**src/rtl/return_stack_pkg.sv**
```systemverilog
// return_stack_pkg: shared types for the hardware return-address stack.
// Holds the full-stack policy enum that the PC and any other stack user
// import, plus the decoded per-cycle operation type used by return_stack.
package return_stack_pkg;

  // Full-stack policy: RS_WRAP overwrites the oldest entry, RS_SAT drops the push.
  typedef enum logic {
    RS_WRAP = 1'b0,
    RS_SAT  = 1'b1
  } rs_ovf_mode_e;

  // One operation per cycle, already resolved by priority.
  typedef enum logic [2:0] {
    OP_IDLE,
    OP_FLUSH,
    OP_REPLACE,   // push and pop together on a non-empty stack
    OP_PUSH,
    OP_POP
  } rs_op_e;

  // True when n is a power of two and at least 2.
  function automatic bit rs_depth_ok(input int n);
    return (n >= 2) && ((n & (n - 1)) == 0);
  endfunction

endpackage

```
**src/rtl/return_stack.sv**
```systemverilog
// return_stack: single-cycle hardware return-address stack.
//
// Ports
//   clk       in   clock, all state changes on the rising edge
//   rst_n     in   asynchronous active-low reset
//   en        in   advance; when low every other control input is ignored
//   push      in   push data_in
//   pop       in   pop the top entry
//   flush     in   discard all entries (highest priority)
//   err_clr   in   clear the sticky error flags
//   data_in   in   value to push
//   top       out  registered top-of-stack value (0 while empty)
//   count     out  number of valid entries
//   empty     out  count == 0
//   full      out  count == DEPTH
//   ovf_err   out  sticky: push while full
//   unf_err   out  sticky: pop while empty
//
// The array is a plain register file indexed by a pointer that wraps modulo
// DEPTH. top is a separate register loaded with the value the next pointer
// will sit above, so no output has a combinational path from any input.
module return_stack
  import return_stack_pkg::*;
#(
  parameter int           DATA_W   = 32,
  parameter int           DEPTH    = 16,
  parameter rs_ovf_mode_e OVF_MODE = RS_WRAP
) (
  input  logic                       clk,
  input  logic                       rst_n,
  input  logic                       en,
  input  logic                       push,
  input  logic                       pop,
  input  logic                       flush,
  input  logic                       err_clr,
  input  logic [DATA_W-1:0]          data_in,
  output logic [DATA_W-1:0]          top,
  output logic [$clog2(DEPTH+1)-1:0] count,
  output logic                       empty,
  output logic                       full,
  output logic                       ovf_err,
  output logic                       unf_err
);

  localparam int PTR_W = $clog2(DEPTH);
  localparam int CNT_W = $clog2(DEPTH + 1);

  if (!rs_depth_ok(DEPTH)) begin : g_bad_depth
    $error("return_stack: DEPTH must be a power of two and at least 2");
  end

  logic [DATA_W-1:0] mem_q [DEPTH];
  logic [PTR_W-1:0]  sp_q, sp_d;
  logic [CNT_W-1:0]  cnt_q, cnt_d;
  logic [DATA_W-1:0] top_q, top_d;
  logic              ovf_q, ovf_d;
  logic              unf_q, unf_d;

  logic              mem_we;
  logic [PTR_W-1:0]  mem_waddr;
  logic              ovf_evt, unf_evt;
  logic              empty_w, full_w;
  rs_op_e            op;

  assign empty_w = (cnt_q == '0);
  assign full_w  = (cnt_q == CNT_W'(DEPTH));

  // Priority: flush > push&pop > push > pop > idle. Push and pop together
  // on an empty stack falls through to a plain push.
  always_comb begin
    op = OP_IDLE;
    if (en) begin
      if (flush)                   op = OP_FLUSH;
      else if (push && pop && !empty_w) op = OP_REPLACE;
      else if (push)               op = OP_PUSH;
      else if (pop)                op = OP_POP;
    end
  end

  // NOTE: every signal gets a default before the case so no path leaves it
  // unassigned; otherwise synthesis infers latches.
  always_comb begin
    sp_d      = sp_q;
    cnt_d     = cnt_q;
    top_d     = top_q;
    mem_we    = 1'b0;
    mem_waddr = sp_q;
    ovf_evt   = 1'b0;
    unf_evt   = 1'b0;
    unique case (op)
      OP_FLUSH: begin
        sp_d  = '0;
        cnt_d = '0;
        top_d = '0;
      end
      OP_REPLACE: begin
        mem_we    = 1'b1;
        mem_waddr = sp_q - PTR_W'(1);
        top_d     = data_in;
      end
      OP_PUSH: begin
        if (!full_w) begin
          mem_we = 1'b1;
          sp_d   = sp_q + PTR_W'(1);
          cnt_d  = cnt_q + CNT_W'(1);
          top_d  = data_in;
        end else begin
          ovf_evt = 1'b1;
          // Wrapping overwrites the oldest slot, which is the one at the pointer.
          if (OVF_MODE == RS_WRAP) begin
            mem_we = 1'b1;
            sp_d   = sp_q + PTR_W'(1);
            top_d  = data_in;
          end
        end
      end
      OP_POP: begin
        if (!empty_w) begin
          sp_d  = sp_q - PTR_W'(1);
          cnt_d = cnt_q - CNT_W'(1);
          // The new top sits two below the current pointer; an emptied stack
          // shows 0 so stale array contents never leak out.
          top_d = (cnt_q == CNT_W'(1)) ? '0 : mem_q[sp_q - PTR_W'(2)];
        end else begin
          unf_evt = 1'b1;
        end
      end
      default: ;
    endcase
  end

  // A same-cycle error event wins over err_clr.
  assign ovf_d = ovf_evt | (ovf_q & ~(en & err_clr));
  assign unf_d = unf_evt | (unf_q & ~(en & err_clr));

  // NOTE: sequential state uses non-blocking assignments so every register
  // samples the pre-edge values regardless of statement order.
  always_ff @(posedge clk or negedge rst_n) begin
    if (!rst_n) begin
      sp_q  <= '0;
      cnt_q <= '0;
      top_q <= '0;
      ovf_q <= 1'b0;
      unf_q <= 1'b0;
    end else begin
      sp_q  <= sp_d;
      cnt_q <= cnt_d;
      top_q <= top_d;
      ovf_q <= ovf_d;
      unf_q <= unf_d;
    end
  end

  // NOTE: the array has no reset; its contents are only ever visible through
  // top, which is forced to 0 whenever the stack is empty.
  always_ff @(posedge clk) begin
    if (mem_we && rst_n) mem_q[mem_waddr] <= data_in;
  end

  assign top     = top_q;
  assign count   = cnt_q;
  assign empty   = empty_w;
  assign full    = full_w;
  assign ovf_err = ovf_q;
  assign unf_err = unf_q;

endmodule

```
**config.mk**
```make
export PLATFORM = sky130hd
export DESIGN_NAME = return_stack
export DESIGN_NICKNAME = d
export VERILOG_FILES = /design/src/rtl/return_stack_pkg.sv /design/src/rtl/return_stack.sv
export SDC_FILE = /design/constraint.sdc
export NUM_CORES = 1
export LEC_CHECK = 0
export ABC_AREA = 1
export CAP_MARGIN = 5
export CORE_MARGIN = 2
export CORE_UTILIZATION = 45
export DETAILED_ROUTE_END_ITERATION = 10
export HOLD_SLACK_MARGIN = 0.12
export PLACE_DENSITY = 0.67
export SLEW_MARGIN = 10
export SYNTH_ARGS = -nofsm -noshare
export SYNTH_HDL_FRONTEND = slang
export SYNTH_SLANG_ARGS = --single-unit
```
**constraint.sdc**
```tcl
create_clock -name clk -period 3.8 [get_ports clk]
set_input_delay 0.76 -clock clk [delete_from_list [all_inputs] [get_ports clk]]
set_output_delay 0.76 -clock clk [all_outputs]
set_load 0.02 [all_outputs]
```
Word level (Yosys, flattened, before mapping)
Memory sizes are Yosys's and may differ from the RTL's.
Index checks and enable logic that the tools add are counted.
- bits in registers: 43
- memory bits (writable): 512
- input bits: 39
- output and inout bits: 41
- memories: 1
- memory list (name ; depth ; width ; rd ports ; clocked after Yosys merged registers in ; wr ports ; line ; RTL):
    mem_q ; 16 ; 32 ; 1 ; 0 ; 1 ; return_stack.sv:52 ; logic [DATA_W-1:0] mem_q [DEPTH];
- add/sub/neg operators: 5
- equality and inequality tests: 8
- multiplexer cells: 21
- bitwise operators: 6
- reductions and logical operators: 11
- operator list (kind ; number):
    32-bit case mux with 3 select lines ; 1
    32-bit 2-to-1 mux ; 2
    3-bit 2-to-1 mux ; 5
    5-bit case mux with 3 select lines ; 1
    4-bit case mux with 3 select lines ; 1
    5-bit 2-to-1 mux ; 2
    4-bit 2-to-1 mux ; 2
    1-bit 2-to-1 mux ; 7
    3-bit by 2-bit equality test with 1-bit output (second input constant) ; 2
    3-bit nonzero test ; 2
    5-bit by 1-bit adder with 5-bit output (second input constant) ; 1
    5-bit by 1-bit equality test with 1-bit output (second input constant) ; 1
    5-bit equality test (second input constant) ; 1
    5-bit logical NOT ; 1
    5-bit by 1-bit subtractor with 5-bit output (second input constant) ; 1
    4-bit by 1-bit adder with 4-bit output (second input constant) ; 1
    2-bit != test (second input constant) ; 2
    2-bit AND reduction ; 2
    4-bit by 1-bit subtractor with 4-bit output (second input constant) ; 1
    4-bit by 2-bit subtractor with 4-bit output (second input constant) ; 1
    1-bit bitwise AND ; 3
    3-bit by 1-bit equality test with 1-bit output (second input constant) ; 1
    3-bit equality test (second input constant) ; 1
    1-bit logical AND ; 3
    other kinds (5) ; 6

Depth between registers and ports, before layout
- depth after elaboration: 12
- mapped depth: 13
- mapped depth without buffers: 11

Worst setup path before layout
Ideal clock, no wire load.
- path type: register to register
- start: register sp_q[1]
- end: memory mem_q[6][0], enable pin
- arrival time: 3.091 ns
- path slack: 0.288 ns
- cell stages (with the launch flop): 13
- buffers on the path: 3
- period minus slack after synthesis: 3.512 ns
- cell sequence: dfrtp_1 > buf_2 > inv_1 > buf_2 > buf_2 > ha_1 > nand2_1 > nand2_1 > xor2_1 > nand2_1 > o21ai_1 > nand3_1 > nor2_1
- longest elaborated chain between the ends: 2
- RTL lines (what ; line ; RTL):
    start: declaration ; return_stack.sv:53 ; logic [PTR_W-1:0] sp_q, sp_d;
    start signal: assignment ; return_stack.sv:146 ; sp_q <= sp_d;
    4-bit by 1-bit subtractor with 4-bit output ; return_stack.sv:98 ; mem_waddr = sp_q - PTR_W'(1);
    4-bit 2-to-1 mux (*) ; return_stack.sv:90 ; unique case (op)
    end: declaration ; return_stack.sv:52 ;
Every way passes the cells marked *; elsewhere a longest branch is shown, timed or not.

Worst setup path after layout
- start: register cnt_q[0] (netlist: count[0])
- end: output full
- longest elaborated chain between the ends: 1
- RTL lines (what ; line ; RTL):
    start: declaration ; return_stack.sv:54 ; logic [CNT_W-1:0] cnt_q, cnt_d;
    start signal: assignment ; return_stack.sv:147 ; cnt_q <= cnt_d;
    5-bit equality test ; return_stack.sv:66 ; assign full_w = (cnt_q == CNT_W'(DEPTH));
    end: declaration ; return_stack.sv:40 ; output logic full,
Every way passes these cells.

==> impl_metrics.ini <==
[run_status]
status = finished, final reports clean

[synth]
synth-simple-area-share = 0.210
netlist_top_cells_count = nand2_1 (747), edfxtp_1 (512), inv_1 (397)
synthAdderAreaFrac = 0.00463
synthFlopType = edfxtp_1
synth_xor_area_frac = 0.00391
ys_types = 31
syn_nets = 2434
synth_area_leaders = edfxtp_1 (63%), nand2_1 (12%), nand3_1 (8.1%)
synth_largest_area_cell = edfxtp_1
ys_ff_latch = 555
synth_top_family_by_area = simple AND/OR/NAND/NOR gates
yosysMostFrequentCell = nand2_1
synth-compound-area-share = 0.0174
ys_seq_area_frac = 0.677
ys_async_sr_fraction = 0.0775
synthMuxAreaShare = 0
synthCells = 2386
yosys_warnings = 0
synth_area_um2 = 24300
yosysTopAreaCellShare = 0.633
synth_edf_count = 512
syn_avg_cell_area_um2 = 10.2

[grt]
grt_pass1_wl_mm = 95.1
overflow = 0
grt_usage = 0.220
grt_max_degree = 162
grt_pass1_vias = 16700
antenna_found_initial = 0

[finish]
synthToLayoutAreaGrowth_pct = 14.7
fillerInstances = 4659
diodes = 0
stdcell_area_um2 = 27900
fin_util = 0.520
nets = 2499
final_cells = 3191
drive_gt1_frac = 0.0713

[worst_hold_path]
min_path_type = input pin to async pin

[worst_setup_path]
cp.arrival_ns = 2.43
start_kind = flip-flop
required_ns = 3.04
crit_path_end_kind = output port
cp_max_fo = 6
crit_type = flip-flop to output port
rrSetupSlack_ns = 0.85

[sta]
clock_skew_ns = 0.0112
final_max_slew_viol_count = 0
setup_viol = 0
fin_crit_sh = 0.839
worstMarginPinSlew_ns = 1.13
fin_setup_tns_ns = 0
maxSlewHeadroom = 0.248
max_clock_freq_mhz = 314
hold_viol_final = 0
rsz0062_at_grt = false
finalCriticalPeriod_ns = 3.19

[detailed_routing]
wl_per_cell_um = 19.1
num_vias = 16600
drt-total-wl_mm = 60.9
drc = 0
ant_nets = 0
drt_iter0_markers = 1504
first_pass_iters = 7
avgViaCountPerCell = 5.22

[clock_tree]
clk_path_buf_depth = 3
clk_pin_slew_ns = 0.06
post_cts_buffers = 0
cts_buffers = 56
htreeDepth = 2
clock_latency_ns = 0.60
cts_hold_buf = 0
clkSinkCount = 555
root_buffer = clkbuf_16
cts_resized = 0
cts_tree = done

[power_and_ir_drop]
p_total_uw = 17100
p_per_area_nw_per_um2 = 612
total_leakage_power_uw = 0.0118
irDropWorstVdd_mv = 0.419

[placed_design]
dp_hpwl_mm = 35.7
io_buffers = 79
dp.cells = 3089
dpl-instance-area_um2 = 26000
gp_congestion = 0.820

[floorplan]
die_h_um = 236
row_count = 85
die_area_um2 = 55900
io_pins = 80
coreArea_um2 = 53600
die_w_um = 236
start_util = 0.453

[flow_run]
drv_cap = 0
## routing by layer
metal,vias up,part of all wire,GRT usage
met3,152,0.054,0.0242
li1,7856,-,-
met5,-,0,0
met1,8081,0.40,0.274
met4,0,0.045,0.106
met2,553,0.50,0.383
## cell usage in the layout, fill, tap and decap left out, types with 5 or more instances in the layout
| cell type | netlist | routed |
|---|---|---|
| clkinv_1 | 1 | 7 |
| nand2_1 | 747 | 747 |
| clkbuf_16 | 0 | 57 |
| inv_2 | 9 | 8 |
| a21oi_1 | 66 | 66 |
| clkdlybuf4s50_1 | 0 | 78 |
| clkbuf_1 | 24 | 11 |
| dfrtp_1 | 43 | 41 |
| inv_1 | 397 | 396 |
| nand3_1 | 394 | 394 |
| ha_1 | 9 | 8 |
| nor2_1 | 53 | 37 |
| o21ai_0 | 5 | 5 |
| buf_4 | 8 | 39 |
| clkinv_2 | 0 | 12 |
| bufinv_16 | 0 | 9 |
| xor2_1 | 6 | 6 |
| buf_12 | 0 | 7 |
| nor2_4 | 1 | 17 |
| edfxtp_1 | 512 | 512 |
## critical path, cell delays in order (launching register included)
cell,delay [ns]
dfrtp_1,0.46
inv_1,0.16
ha_1,0.21
nand2_1,0.06
nor2_1,0.27
clkdlybuf4s50_1,0.67
## stage by stage
step	hold slack (ns)	setup WS [ns]
finish	0.335	0.613
detailed placement	0.494	0.444
CTS	0.340	0.588
floorplan	0.464	0.288
global route	0.375	0.525
global placement	0.487	0.530
## cell families after synthesis
logic type                 count (synthesis)
AOI/OAI and AO/OA                         80
xor gates and xnor gates                  10
adders and majority gates                  9
buffers and inverters                    525
DFF                                      555
and+or+nand+nor                         1207
## flip-flops by register name, indices dropped and copies added, names as in the netlist
signal / flops
mem_q: 512
sp_q: 4
count: 5
unf_err: 1
top: 32
ovf_err: 1
## layout make-up
cell class	instances	area, um^2	share of cell area
clock buffer	72	1520	0.0546
clock inverter	30	378	0.0136
multi-input combinational	1306	5880	0.211
inverter	407	1540	0.0551
sequential	555	16500	0.591
tap	696	871	0.0313
timing repair buffer	125	1220	0.0437
## report_power, final
group / total (uW) / internal (uW) / switching, uW
Sequential: 6910 / 6810 / 97.6
Clock: 5720 / 3430 / 2290
Combinational: 4430 / 1300 / 3130
## worst paths after layout
path	from	to	cells after the start
worst max-delay path	count[0]	full	5
max in group asynchronous	rst_n	sp_q[0]	2
worst max register to register	sp_q[1]	mem_q[12][22]	10
min in group clk	ovf_err	ovf_err	2
worst min register to register	ovf_err	ovf_err	2
worst min-delay path	rst_n	top[22]	2
No activity file was read; power rests on OpenSTA's default activity.
